`src/rtl/mux2_arb_pkg.sv`:
```
// Shared types and constants for the two-requester round-robin mux arbiter.
package mux2_arb_pkg;

  typedef enum logic [1:0] {
    IDLE  = 2'd0,
    OWN_A = 2'd1,
    OWN_B = 2'd2
  } arb_state_t;

  localparam logic SEL_A = 1'b0;
  localparam logic SEL_B = 1'b1;

  localparam int ARB_CNT_W = 8;

endpackage

```
`src/rtl/two_one_multi.sv`:
```
// 1-bit 2:1 multiplexer: C follows A when S=0 and B when S=1.
module two_one_multi (
  input  logic S,
  input  logic A,
  input  logic B,
  output logic C
);

  assign C = S ? B : A;

endmodule

```
`src/rtl/mux2_rr_arbiter.sv`:
```
// Round-robin arbiter owning the select of a DATA_W-wide 2:1 mux.
// Optional tenure limit (preemption after MAX_BEATS cycles) under MUX2_ARB_TIMEOUT_EN.
module mux2_rr_arbiter
  import mux2_arb_pkg::*;
#(
  parameter int DATA_W    = 32,
  parameter int MAX_BEATS = 4
) (
  input  logic              clk,
  input  logic              reset,
  input  logic              req_a,
  input  logic [DATA_W-1:0] data_a,
  input  logic              req_b,
  input  logic [DATA_W-1:0] data_b,
  output logic              gnt_a,
  output logic              gnt_b,
  output logic              sel,
  output logic              out_valid,
  output logic [DATA_W-1:0] out_data,
  output arb_state_t        dbg_state
);

  // Handshake: req_x stays high for the whole transfer; a beat moves on every
  // cycle where gnt_x and req_x are both high (out_valid); dropping req_x
  // releases the bus, and a later re-assertion is a fresh request.

  if (MAX_BEATS < 1 || MAX_BEATS > 255) begin : g_bad_max_beats
    $error("mux2_rr_arbiter: MAX_BEATS must be in 1..255");
  end

  arb_state_t state_q, state_d;
  logic       last_q, last_d;
  logic       sel_q, sel_d;
  logic       gnt_a_q, gnt_a_d;
  logic       gnt_b_q, gnt_b_d;

`ifdef MUX2_ARB_TIMEOUT_EN
  localparam logic [ARB_CNT_W-1:0] CNT_MAX = ARB_CNT_W'(MAX_BEATS - 1);
  logic [ARB_CNT_W-1:0] cnt_q, cnt_d;
  logic                 at_limit;
  assign at_limit = (cnt_q == CNT_MAX);
`else
  logic at_limit;
  assign at_limit = 1'b0;
`endif

  always_comb begin
    state_d = state_q;
    last_d  = last_q;
    sel_d   = sel_q;
    case (state_q)
      IDLE: begin
        if (req_a && req_b) state_d = (last_q == SEL_B) ? OWN_A : OWN_B;
        else if (req_a)     state_d = OWN_A;
        else if (req_b)     state_d = OWN_B;
      end
      OWN_A: begin
        if (!req_a)                 state_d = req_b ? OWN_B : IDLE;
        else if (req_b && at_limit) state_d = OWN_B;
      end
      OWN_B: begin
        if (!req_b)                 state_d = req_a ? OWN_A : IDLE;
        else if (req_a && at_limit) state_d = OWN_A;
      end
      default: state_d = IDLE;
    endcase

    // Only a grant transition moves the pointer and the select; IDLE holds them.
    if (state_d != state_q && state_d == OWN_A) begin
      last_d = SEL_A;
      sel_d  = SEL_A;
    end else if (state_d != state_q && state_d == OWN_B) begin
      last_d = SEL_B;
      sel_d  = SEL_B;
    end

    gnt_a_d = (state_d == OWN_A);
    gnt_b_d = (state_d == OWN_B);

`ifdef MUX2_ARB_TIMEOUT_EN
    if (state_d != IDLE && state_d == state_q) cnt_d = at_limit ? cnt_q : cnt_q + 1'b1;
    else                                       cnt_d = '0;
`endif
  end

  always_ff @(posedge clk) begin
    if (reset) begin
      state_q <= IDLE;
      last_q  <= SEL_B;
      sel_q   <= SEL_A;
      gnt_a_q <= 1'b0;
      gnt_b_q <= 1'b0;
`ifdef MUX2_ARB_TIMEOUT_EN
      cnt_q   <= '0;
`endif
    end else begin
      state_q <= state_d;
      last_q  <= last_d;
      sel_q   <= sel_d;
      gnt_a_q <= gnt_a_d;
      gnt_b_q <= gnt_b_d;
`ifdef MUX2_ARB_TIMEOUT_EN
      cnt_q   <= cnt_d;
`endif
    end
  end

  assign gnt_a     = gnt_a_q;
  assign gnt_b     = gnt_b_q;
  assign sel       = sel_q;
  assign dbg_state = state_q;
  assign out_valid = (gnt_a_q & req_a) | (gnt_b_q & req_b);

  for (genvar i = 0; i < DATA_W; i++) begin : g_mux
    two_one_multi u_mux (
      .S(sel_q),
      .A(data_a[i]),
      .B(data_b[i]),
      .C(out_data[i])
    );
  end

endmodule

```
`config.mk`:
```
export PLATFORM = sky130hd
export DESIGN_NAME = mux2_rr_arbiter
export DESIGN_NICKNAME = d
export VERILOG_FILES = /design/src/rtl/mux2_arb_pkg.sv /design/src/rtl/two_one_multi.sv /design/src/rtl/mux2_rr_arbiter.sv
export SDC_FILE = /design/constraint.sdc
export NUM_CORES = 1
export LEC_CHECK = 0
export BUFFER_PORTS_ARGS = -buffer_cell sky130_fd_sc_hd__buf_4
export CAP_MARGIN = 30
export CORE_MARGIN = 4
export CORE_UTILIZATION = 36
export DETAILED_ROUTE_END_ITERATION = 7
export PLACE_DENSITY = 0.82
export RECOVER_POWER = 25
export SKIP_CTS_REPAIR_TIMING = 1
export SLEW_MARGIN = 20
export SYNTH_ARGS = -nofsm -noshare
export SYNTH_HDL_FRONTEND = slang
export SYNTH_SLANG_ARGS = --single-unit
```
`constraint.sdc`:
```
create_clock -name clk -period 1.4 [get_ports clk]
set_input_delay 0.28 -clock clk [delete_from_list [all_inputs] [get_ports clk]]
set_output_delay 0.28 -clock clk [all_outputs]
set_load 0.03 [all_outputs]
```
-- Yosys cells after proc, flatten, opt, wreduce, memory -nomap -nowiden
Cells that the tools add are included.
- output and inout port bits: 38
- input port bits: 68
- bits in registers: 6
- word-level logic and storage cells: 62
- equal/unequal tests: 5
- reductions and logical operators: 6
- muxes and demuxes: 43
- bitwise logic cells: 3
- operators with widths (operator ; count):
    1-bit two-way mux ; 35
    2-bit two-way mux ; 7
    2-bit one-hot mux with 3 select lines ; 1
    2-bit by 1-bit equality test with 1-bit output, second input constant ; 2
    2-bit equality test, second input constant ; 2
    1-bit logical AND ; 3
    1-bit bitwise AND ; 2
    2-bit logical NOT ; 1
    2-bit inequality test ; 1
    2-bit nonzero test ; 1
    2-bit OR reduction ; 1
    1-bit bitwise OR ; 1

-- Logic depth before layout (Yosys ltp)
Gate-level depths: netlist of the first run.
- word-level depth: 8
- mapped depth: 4
- mapped depth without buffers: 3

-- Hierarchy
A second synthesis of the first run with hierarchy kept.
- cell total of the unflattened synthesis: 59
- area, all modules: 732.0 µm²
- by module, submodules not included (module ; cells an instance ; area an instance (µm²) ; instances ; sequential area each (µm²)):
    two_one_multi ; 1 ; 15.0 ; 32 ; 0.0
    mux2_rr_arbiter ; 27 ; 251.5 ; 1 ; 120.1

-- Worst setup path before layout of the first run
No wires, ideal clock.
- kind: register to output
- start: register sel_q (netlist: sel)
- end: output port out_data[18]
- buffers on the path: 3
- required time: 1.120 ns
- stages on the path, launching flop included: 5
- path slack: -0.165 ns
- arrival: 1.285 ns
- path through: dfxtp_1 -> buf_6 -> buf_12 -> mux2_4 -> buf_4
- word-level cells in the longest chain between the ends: 1
- RTL lines (element ; RTL line ; RTL):
    from (decl) ; mux2_rr_arbiter.sv:33 ; logic sel_q, sel_d;
    from (signal assigned) ; mux2_rr_arbiter.sv:99 ; sel_q <= sel_d;
    1-bit two-way mux ; two_one_multi.sv:9 ; assign C = S ? B : A;
    to (decl) ; mux2_rr_arbiter.sv:19 ; output logic [DATA_W-1:0] out_data,
Every way passes these cells.

-- Worst setup path after layout of the first run
- start: register sel_q (netlist: sel)
- end: output port out_data[30]
The elaborated chain is that of the path after synthesis.

==> impl_metrics.csv, run 1 <==
group,metric,value,unit
cts,root_buffer,"clkbuf_4",
global_routing,grt_pass1_wl,3.99,mm
global_routing,grt_pass1_vias,890,
synth,yosys.cell_types.count,18,
cts,clock_sinks,6,
floorplanning,dieHeight,61.4,um
power_and_ir_drop,irDropWorstVdd,0.552,mV
sta,fin_skew,0.00922,ns
floorplanning,chipWidth,61.4,um
final_layout,syn_to_final_growth,78.3,%
synth,avgSynthCellArea,10.8,sq um
synth,synth_common_cells,"buf_4 (32), mux2_4 (29), dfxtp_1 (6)",
cts,cts_buffers,3,
final_layout,drive_gt1_share,84.8,%
synth,synth_nets,163,
synth,yosysTopAreaCellShare,42.4,%
final_layout,diodes,0,
global_routing,grt_max_degree,18,
sta,rsz0062_at_grt,"yes",
sta,relSlewSlack,83.5,%
cts,clock_path_buffers,2,
floorplanning,start_util,37.5,%
sta,finalSetupTns,-5.95,ns
cts,cts_tree,"done",
floorplanning,std_cell_rows,19,
cts,clkTransAtPathRegs,0.05,ns
setup_path,r2r-start,"sel$_SDFFE_PP0P_",
synth,ys_warn_count,0,
synth,ys_ff_latch,6,
cts,htree_levels,1,
global_routing,grt_util_all_layers,14.0,%
sta,worstMarginPinSlew,0.247,ns
synth,yosys_most_used_dff,"dfxtp_1",
synth,netlist_area,1030,sq um
final_layout,instances_no_fill,209,
synth,yosysMostFrequentCell,"buf_4",
setup_path,reg2reg_to,"sel$_SDFFE_PP0P_",
floorplanning,ioPinCount,106,
route,drtIter0Drc,27,
synth,synth_edf_count,0,
sta,setup_ws,-0.221,ns
power_and_ir_drop,power.leakage,0.954,nW
route,drc,0,
job,max-cap-violations,0,
setup_path,worst-r2r-cell-count,5,
setup_path,reg2reg_slack,0.34,ns
synth,synthCells,95,
sta,slew_violations,0,
floorplanning,design.core.area,2730,sq um
hold_path,hp-start,"reset",
placement,post-place-cells,198,
run_status,status,"finished with violations",
final_layout,nFillCells,199,
final_layout,layout.nets,247,
sta,post-route-period-util,116,%
route,postRouteAntennaNets,0,
sta,period_needed,1.62,ns
power_and_ir_drop,powerDensity,662,nW/um^2
setup_path,critPathCaptureType,"output pin",
global_routing,grt_antenna_before_repair,0,
sta,max_freq,617,MHz
setup_path,worstPathRequired,1.12,ns
placement,gp_congestion,0.693,
run_status,violations,"setup timing",
setup_path,start_kind,"register",
sta,finalSetupViolCount,32,
power_and_ir_drop,p_total,1.21,mW
placement,hpwl,2.68,mm
hold_path,holdCritPathClass,"primary input to register",
hold_path,hold_path_end,"sel$_SDFFE_PP0P_",
global_routing,grt_overflow,0,
floorplanning,die-area,3770,sq um
cts,clk_latency,0.25,ns
hold_path,holdPathStages,2,
route,first_pass_iters,4,
route,postRouteWirelength,3.60,mm
sta,hold_viol_final,0,
placement,port_buffers,105,
setup_path,worstPathArrival,1.34,ns
setup_path,critPathKind,"register to output pin",
route,vias,989,
route,viasPerCell,4.73,
synth,ys_seq_area_share,11.7,%
synth,async_flop_share,0,%
synth,synth.area.top_cells,"mux2_4 (42%), buf_4 (23%), dfxtp_1 (12%)",
synth,yosys.area.top_type,"mux2_4",
route,post_drt_wl_per_cell,17.2,um
setup_path,cp_max_fo,8,
==> logic make-up after synthesis <==
group	synth area share [%]
AOI/OAI and AO/OA	5.85
buffers and inverters	31.1
DFF	11.7
muxes	45.7
and+or+nand+nor	5.61
==> flip-flops by register name (all words and copies together), names as in the netlist <==
| name | flops |
|---|---|
| last_q | 1 |
| gnt_a | 1 |
| gnt_b | 1 |
| sel | 1 |
| dbg_state | 2 |
==> cell type report <==
type | count | area [sq um] | area share (%)
Timing Repair Buffer | 115 | 1040 | 56.8
Multi-Input combinational cell | 51 | 594 | 32.5
Sequential cell | 6 | 124 | 6.77
Tap cell | 31 | 38.8 | 2.12
Clock buffer | 4 | 26.3 | 1.44
Inverter | 2 | 7.51 | 0.410
==> layer usage <==
layer	wire [um]	part of all wire, %	GRT usage, %	vias to the layer above
met4	58	1.6	4.85	0
met1	998	28	13.1	451
met3	450	13	3.14	7
met5	0	0	0	-
li1	-	-	-	466
met2	2090	58	29.0	65
==> report_power, final <==
| group | switching [mW] | internal (mW) | leakage, nW |
|---|---|---|---|
| Clock | 0.0707 | 0.108 | 0.0150 |
| Combinational | 0.366 | 0.466 | 0.889 |
| Sequential | 0.0151 | 0.184 | 0.0503 |
| Total | 0.452 | 0.759 | 0.954 |
==> placed cells by master (no fill, tap or decap) <==
cell type	n
clkbuf_1	1
buf_8	1
dfxtp_4	1
clkbuf_16	2
buf_12	1
o22ai_1	2
a31oi_1	1
o21bai_1	1
buf_6	32
nor2_1	2
dfxtp_1	5
mux2_2	1
o21ai_0	1
nor3_1	1
clkbuf_4	3
mux2_4	31
inv_1	2
nand2b_1	2
a21oi_1	4
and3b_1	2
buf_4	79
nor3b_1	2
a22o_1	1
==> critical path, cell delays in order, from the launching register on <==
cell and delay (ns):
dfxtp_4 0.34, buf_6 0.12, clkbuf_16 0.16, mux2_4 0.31, buf_6 0.14
==> metrics by stage <==
stage / utilization, % / setup WS, ns / area (sq um) / hold WS, ns
2_1_floorplan: - / 0.0105 / 1140 / 0.349
3_3_place_gp: 57.8 / 0.0648 / 1580 / 0.485
3_5_place_dp: 57.8 / 0.0464 / 1580 / 0.487
4_1_cts: 58.8 / -0.230 / 1610 / 0.221
5_1_grt: 66.9 / -0.241 / 1830 / 0.227
6_report: 66.9 / -0.221 / 1830 / 0.223
==> how the worst max path moves through the flow <==
stage                     startpoint           end  slack (ns)  depth (start not counted)
CTS                 sel$_SDFFE_PP0P_  out_data[10]       -0.23                          3
global route        sel$_SDFFE_PP0P_  out_data[30]       -0.24                          4
detailed placement  sel$_SDFFE_PP0P_  out_data[10]        0.05                          3
floorplan           sel$_SDFFE_PP0P_  out_data[18]        0.01                          4
global placement    sel$_SDFFE_PP0P_   out_data[1]        0.06                          3
finish              sel$_SDFFE_PP0P_  out_data[30]       -0.22                          4
Power figures use the tool's default switching activity.
==> inputs of run 2 (changes only) <==
- CTS_CLUSTER_DIAMETER: not set -> 120
- RECOVER_POWER: 25 -> 100
==> run 2 against run 1 <==
  * The run still ends with setup timing left
  * Via count decreased by 0.10%
  * Register-to-register slack is essentially flat
  * Clock power about the same
  * Wire length down 0.42%
  * Worst setup slack gained 0.00075 ns
  * Clock skew about the same
  * Critical path depth is the same
  * Die area unchanged
  * Largest cell class unchanged
  * Highest routed layer unchanged
==> impl_metrics.csv, run 2 (synthesis results as in run 1) <==
group,metric,value,unit
run_status,status,"finished with violations",
run_status,violations,"setup timing",
route,viasPerCell,4.73,
job,max-cap-violations,0,
sta,post-route-period-util,116,%
setup_path,reg2reg_to,"sel$_SDFFE_PP0P_",
sta,worstMarginPinSlew,0.379,ns
final_layout,final_common_cell,"buf_4",
global_routing,grt_pass1_wl,3.99,mm
power_and_ir_drop,powerDensity,663,nW/um^2
placement,gp_congestion,0.693,
hold_path,holdCritPathClass,"primary input to register",
sta,finalSetupTns,-5.92,ns
route,drtIter0Drc,27,
sta,slew_violations,0,
final_layout,drive_gt1_share,83.7,%
setup_path,r2r-start,"sel$_SDFFE_PP0P_",
setup_path,critPathKind,"register to output pin",
floorplanning,ioPinCount,106,
sta,period_needed,1.62,ns
sta,finalSetupViolCount,32,
placement,hpwl,2.68,mm
cts,htree_levels,1,
route,vias,988,
sta,hold_viol_final,0,
sta,setup_ws,-0.220,ns
hold_path,hp-start,"reset",
sta,max_freq,617,MHz
sta,fin_skew,0.00931,ns
placement,port_buffers,105,
hold_path,hold_path_end,"sel$_SDFFE_PP0P_",
floorplanning,std_cell_rows,19,
setup_path,worstPathArrival,1.34,ns
floorplanning,chipWidth,61.4,um
cts,cts_tree,"done",
cts,clock_path_buffers,2,
setup_path,start_kind,"register",
route,postRouteAntennaNets,0,
power_and_ir_drop,p_total,1.20,mW
floorplanning,design.core.area,2730,sq um
setup_path,worst-r2r-cell-count,5,
global_routing,grt_overflow,0,
cts,root_buffer,"clkbuf_4",
floorplanning,dieHeight,61.4,um
setup_path,cp_max_fo,8,
setup_path,critPathCaptureType,"output pin",
setup_path,worstPathRequired,1.12,ns
cts,clkTransAtPathRegs,0.05,ns
sta,relSlewSlack,74.8,%
final_layout,syn_to_final_growth,76.6,%
global_routing,grt_max_degree,18,
hold_path,holdPathStages,2,
cts,clk_latency,0.25,ns
floorplanning,die-area,3770,sq um
final_layout,diodes,0,
route,first_pass_iters,4,
final_layout,layout.nets,247,
route,post_drt_wl_per_cell,17.2,um
final_layout,layout_common_cells,"buf_4 (73), buf_6 (32), mux2_4 (31), dfxtp_1 (5), a21oi_1 (4)",
global_routing,grt_pass1_vias,890,
power_and_ir_drop,irDropWorstVdd,0.550,mV
route,drc,0,
global_routing,grt_antenna_before_repair,0,
global_routing,grt_util_all_layers,14.0,%
floorplanning,start_util,37.5,%
cts,cts_buffers,3,
sta,rsz0062_at_grt,"yes",
cts,clock_sinks,6,
final_layout,largest_reg_flops,2,
route,postRouteWirelength,3.59,mm
power_and_ir_drop,power.leakage,0.944,nW
setup_path,reg2reg_slack,0.34,ns
## run 2: cell types whose count changed in the layout (fill, tap and decap cells not counted), sizes merged
| cell | previous run | this run |
|---|---|---|
| buf | 113 | 108 |
| clkbuf | 6 | 11 |
## run 2: per-layer routing
| layer | global-route usage, % | routed length, um | vias to the layer above |
|---|---|---|---|
| met4 | 4.85 | 58 | 0 |
| met2 | 29.0 | 2090 | 65 |
| met3 | 3.14 | 436 | 7 |
| met5 | 0 | 0 | - |
| met1 | 13.1 | 1000 | 450 |
| li1 | - | - | 466 |
## run 2: worst max-delay path by stage
stage,from,end,slack [ns],cells past startpoint
4_1_cts,sel$_SDFFE_PP0P_,out_data[10],-0.23,3
3_5_place_dp,sel$_SDFFE_PP0P_,out_data[10],0.05,3
3_3_place_gp,sel$_SDFFE_PP0P_,out_data[1],0.06,3
6_report,sel$_SDFFE_PP0P_,out_data[30],-0.22,4
5_1_grt,sel$_SDFFE_PP0P_,out_data[30],-0.24,4
2_1_floorplan,sel$_SDFFE_PP0P_,out_data[18],0.01,4
## run 2: report_power, final
part | internal (mW) | total, mW | switching, mW | leakage, nW
clock | 0.108 | 0.179 | 0.0702 | 0.0150
sequential | 0.184 | 0.199 | 0.0148 | 0.0503
combinational | 0.459 | 0.824 | 0.366 | 0.878
## run 2: stage by stage
stage | hold slack, ns | setup slack [ns] | area (sq um) | util (%) | instances
after floorplan | 0.349 | 0.0105 | 1140 | - | 95
after global placement | 0.485 | 0.0648 | 1580 | 57.8 | 198
after detailed placement | 0.487 | 0.0464 | 1580 | 57.8 | 198
after CTS | 0.221 | -0.230 | 1610 | 58.8 | 202
after global routing | 0.227 | -0.241 | 1810 | 66.3 | 209
final | 0.224 | -0.220 | 1810 | 66.3 | 209
## run 2: worst max-delay path, cell delays in order (launching register included)
cell and delay, ns:
dfxtp_4 0.34, buf_6 0.12, clkbuf_16 0.16, mux2_4 0.31
buf_6 0.14
## run 2: layout make-up
| class | instances | area, sq um |
|---|---|---|
| clock buffers | 4 | 26.3 |
| multi-input cells | 51 | 594 |
| flip-flops and latches | 6 | 124 |
| well taps | 31 | 38.8 |
| repair buffers | 115 | 1020 |
| fillers | 202 | 922 |
| inverters | 2 | 7.51 |
==> inputs of run 3 (changes only) <==
- CORE_UTILIZATION: 36 -> 31
- CTS_BUF_LIST: not set -> sky130_fd_sc_hd__clkbuf_8
- PLACE_DENSITY: 0.82 -> 0.83
- SYNTH_HIERARCHICAL: not set -> 1
==> run 3 against run 2 <==
  * The flow still finishes with violations (setup timing)
  * Design area fell by 3.7%
  * Register-to-register slack improved by 0.05 ns
  * Sequential cell count did not move
  * First-iteration DRC count fell by 67%
  * Combinational power fell by 4.6%
  * Synthesized area fell by 29%
  * Worst hold slack improved by 0.035 ns
  * Critical endpoint is now out_data[3]
  * Largest cell class unchanged
  * Largest power group unchanged
==> impl_metrics.csv, run 3 <==
group,metric,value,unit
sta,period_needed,1.52,ns
floorplanning,dieHeight,56.6,um
cts,cts_buffers,3,
sta,post-route-period-util,109,%
global_routing,grt_busiest_layer,"met2",
synth,yosys_most_used_dff,"dfxtp_1",
power_and_ir_drop,powerDensity,724,nW/um^2
synth,ys_seq_area_share,16.4,%
route,post_drt_wl_per_cell,16.1,um
power_and_ir_drop,power.leakage,0.908,nW
setup_path,critical_path.max_stage_delay,0.36,ns
synth,synth_edf_count,0,
placement,port_buffers,105,
placement,post-place-cells,194,
setup_path,worstPathRequired,1.12,ns
sta,setup_ws,-0.124,ns
global_routing,globalRouteMet2Util,33.3,%
cts,clkTransAtPathRegs,0.04,ns
global_routing,grt_pass1_wl,4.44,mm
synth,synth_common_cells,"mux2_4 (32), dfxtp_1 (6), a21oi_1 (3)",
synth,synth.area.top_cells,"mux2_4 (66%), dfxtp_1 (16%), and3b_1 (2.4%)",
global_routing,grt_util_all_layers,17.3,%
route,postRouteAntennaNets,0,
setup_path,slowest_stage,"dfxtp_4",
final_layout,drive_gt1_share,83.5,%
setup_path,cp_cell_sequence,"buf_12 > mux2_4 > buf_6",
synth,yosys.cell_types.count,16,
synth,async_flop_share,0,%
floorplanning,std_cell_rows,17,
floorplanning,ioPinCount,106,
global_routing,grt_antenna_before_repair,0,
hold_path,hold_path_end,"sel$_SDFFE_PP0P_",
synth,avgSynthCellArea,12.4,sq um
cts,clk_latency,0.23,ns
sta,worstMarginPinSlew,0.365,ns
global_routing,grt_use_met1,16.8,%
hold_path,holdCritPathClass,"primary input to register",
setup_path,reg2reg_to,"gnt_b$_SDFF_PP0_",
setup_path,critPathCaptureType,"output pin",
cts,clock_sinks,6,
setup_path,cp_max_fo,19,
final_layout,instances_no_fill,198,
sta,hold_viol_final,0,
sta,fin_skew,0.00731,ns
setup_path,r2r-start,"dbg_state[1]$_SDFF_PP0_",
global_routing,grt_pass1_vias,942,
setup_path,cpLargestDelayFamily,"flip-flops",
route,viasPerCell,4.71,
cts,cts_tree,"done",
synth,synth_nets,127,
route,vias,932,
cts,root_buffer,"clkbuf_8",
synth,netlist_area,732,sq um
final_layout,layout.nets,239,
global_routing,grt_overflow,0,
route,drtIter0Drc,9,
placement,hpwl,2.44,mm
final_layout,final_common_cell,"buf_4",
floorplanning,chipWidth,56.6,um
run_status,status,"finished with violations",
synth,yosysTopAreaCellShare,65.6,%
placement,gp_congestion,0.770,
sta,finalSetupTns,-3.37,ns
cts,htree_levels,1,
hold_path,hp-start,"reset",
sta,holdWs,0.260,ns
sta,slew_violations,0,
synth,ys_ff_latch,6,
global_routing,gr-usage-met3,5.06,%
synth,synthCells,59,
route,drc,0,
sta,relSlewSlack,75.8,%
cts,clock_path_buffers,2,
final_layout,design_area,1750,sq um
sta,max_freq,656,MHz
synth,yosysMostFrequentCell,"mux2_4",
synth,yosys.area.top_type,"mux2_4",
floorplanning,design.core.area,2230,sq um
sta,rsz0062_at_grt,"yes",
final_layout,final_util,78.2,%
setup_path,reg2reg_slack,0.39,ns
run_status,violations,"setup timing",
sta,finalSetupViolCount,32,
final_layout,largest_reg_flops,2,
setup_path,critPathKind,"register to output pin",
setup_path,worst-r2r-cell-count,3,
final_layout,layout_common_cells,"buf_4 (68), mux2_4 (32), buf_6 (32), dfxtp_1 (5), a21oi_1 (4)",
route,first_pass_iters,4,
synth,ys_warn_count,6,
final_layout,syn_to_final_growth,138,%
setup_path,start_kind,"register",
power_and_ir_drop,irDropWorstVdd,0.679,mV
route,postRouteWirelength,3.19,mm
setup_path,cp.buffers_inverters,2,
job,max-cap-violations,0,
global_routing,grt_max_degree,20,
hold_path,holdPathStages,2,
setup_path,worstPathArrival,1.24,ns
final_layout,diodes,0,
floorplanning,start_util,32.8,%
floorplanning,die-area,3200,sq um
placement,place_area,1600,sq um
-- run 3: cell count changes after synthesis, sizes merged --
cell  previous run  this run
buf             36         0
-- run 3: routing by layer --
| layer | vias up | wire (um) |
|---|---|---|
| li1 | 448 | - |
| met3 | 6 | 327 |
| met4 | 0 | 53 |
| met1 | 416 | 1040 |
| met5 | - | 0 |
| met2 | 62 | 1770 |
-- run 3: cells by family (layout without fill, tap and decap cells) --
kind of cell | count (synthesis) | in the layout | share of synthesized area (%)
simple gates | 9 | 9 | 8.21
buf+inv | 2 | 113 | 1.03
compound gates | 10 | 10 | 8.72
mux | 32 | 32 | 65.6
flops | 6 | 6 | 16.4
-- run 3: stage by stage --
step | setup WS, ns | power, mW
2_1_floorplan | 0.0131 | 0.609
3_3_place_gp | 0.110 | 0.918
3_5_place_dp | 0.0928 | 0.931
4_1_cts | -0.151 | 1.21
5_1_grt | -0.148 | 1.31
6_report | -0.124 | 1.26
-- run 3: report_power, final --
part	internal (mW)	total, mW	switching, mW
clock network	0.189	0.276	0.0869
registers	0.185	0.201	0.0166
logic	0.434	0.786	0.352
-- run 3: worst max path at each step --
stage / from / end / slack [ns] / depth (start not counted)
final: sel$_SDFFE_PP0P_ / out_data[3] / -0.12 / 3
after global routing: sel$_SDFFE_PP0P_ / out_data[11] / -0.15 / 3
after CTS: sel$_SDFFE_PP0P_ / out_data[3] / -0.15 / 3
after detailed placement: sel$_SDFFE_PP0P_ / out_data[3] / 0.09 / 3
after global placement: sel$_SDFFE_PP0P_ / out_data[2] / 0.11 / 3
after floorplan: sel$_SDFFE_PP0P_ / out_data[0] / 0.01 / 1
-- run 3: layout make-up --
| class | count | area (sq um) |
|---|---|---|
| Clock buffer | 3 | 41.3 |
| Clock inverter | 1 | 3.75 |
| Fill cell | 154 | 488 |
| Inverter | 2 | 7.51 |
| Multi-Input combinational cell | 51 | 601 |
| Sequential cell | 6 | 124 |
| Tap cell | 28 | 35.0 |
| Timing Repair Buffer | 107 | 933 |
-- run 3: worst reg2reg max path, cell delays in order (launching register included) --
cell and delay [ns]:
dfxtp_1 0.35, nand2b_2 0.22, a21oi_1 0.23, nor3b_1 0.08
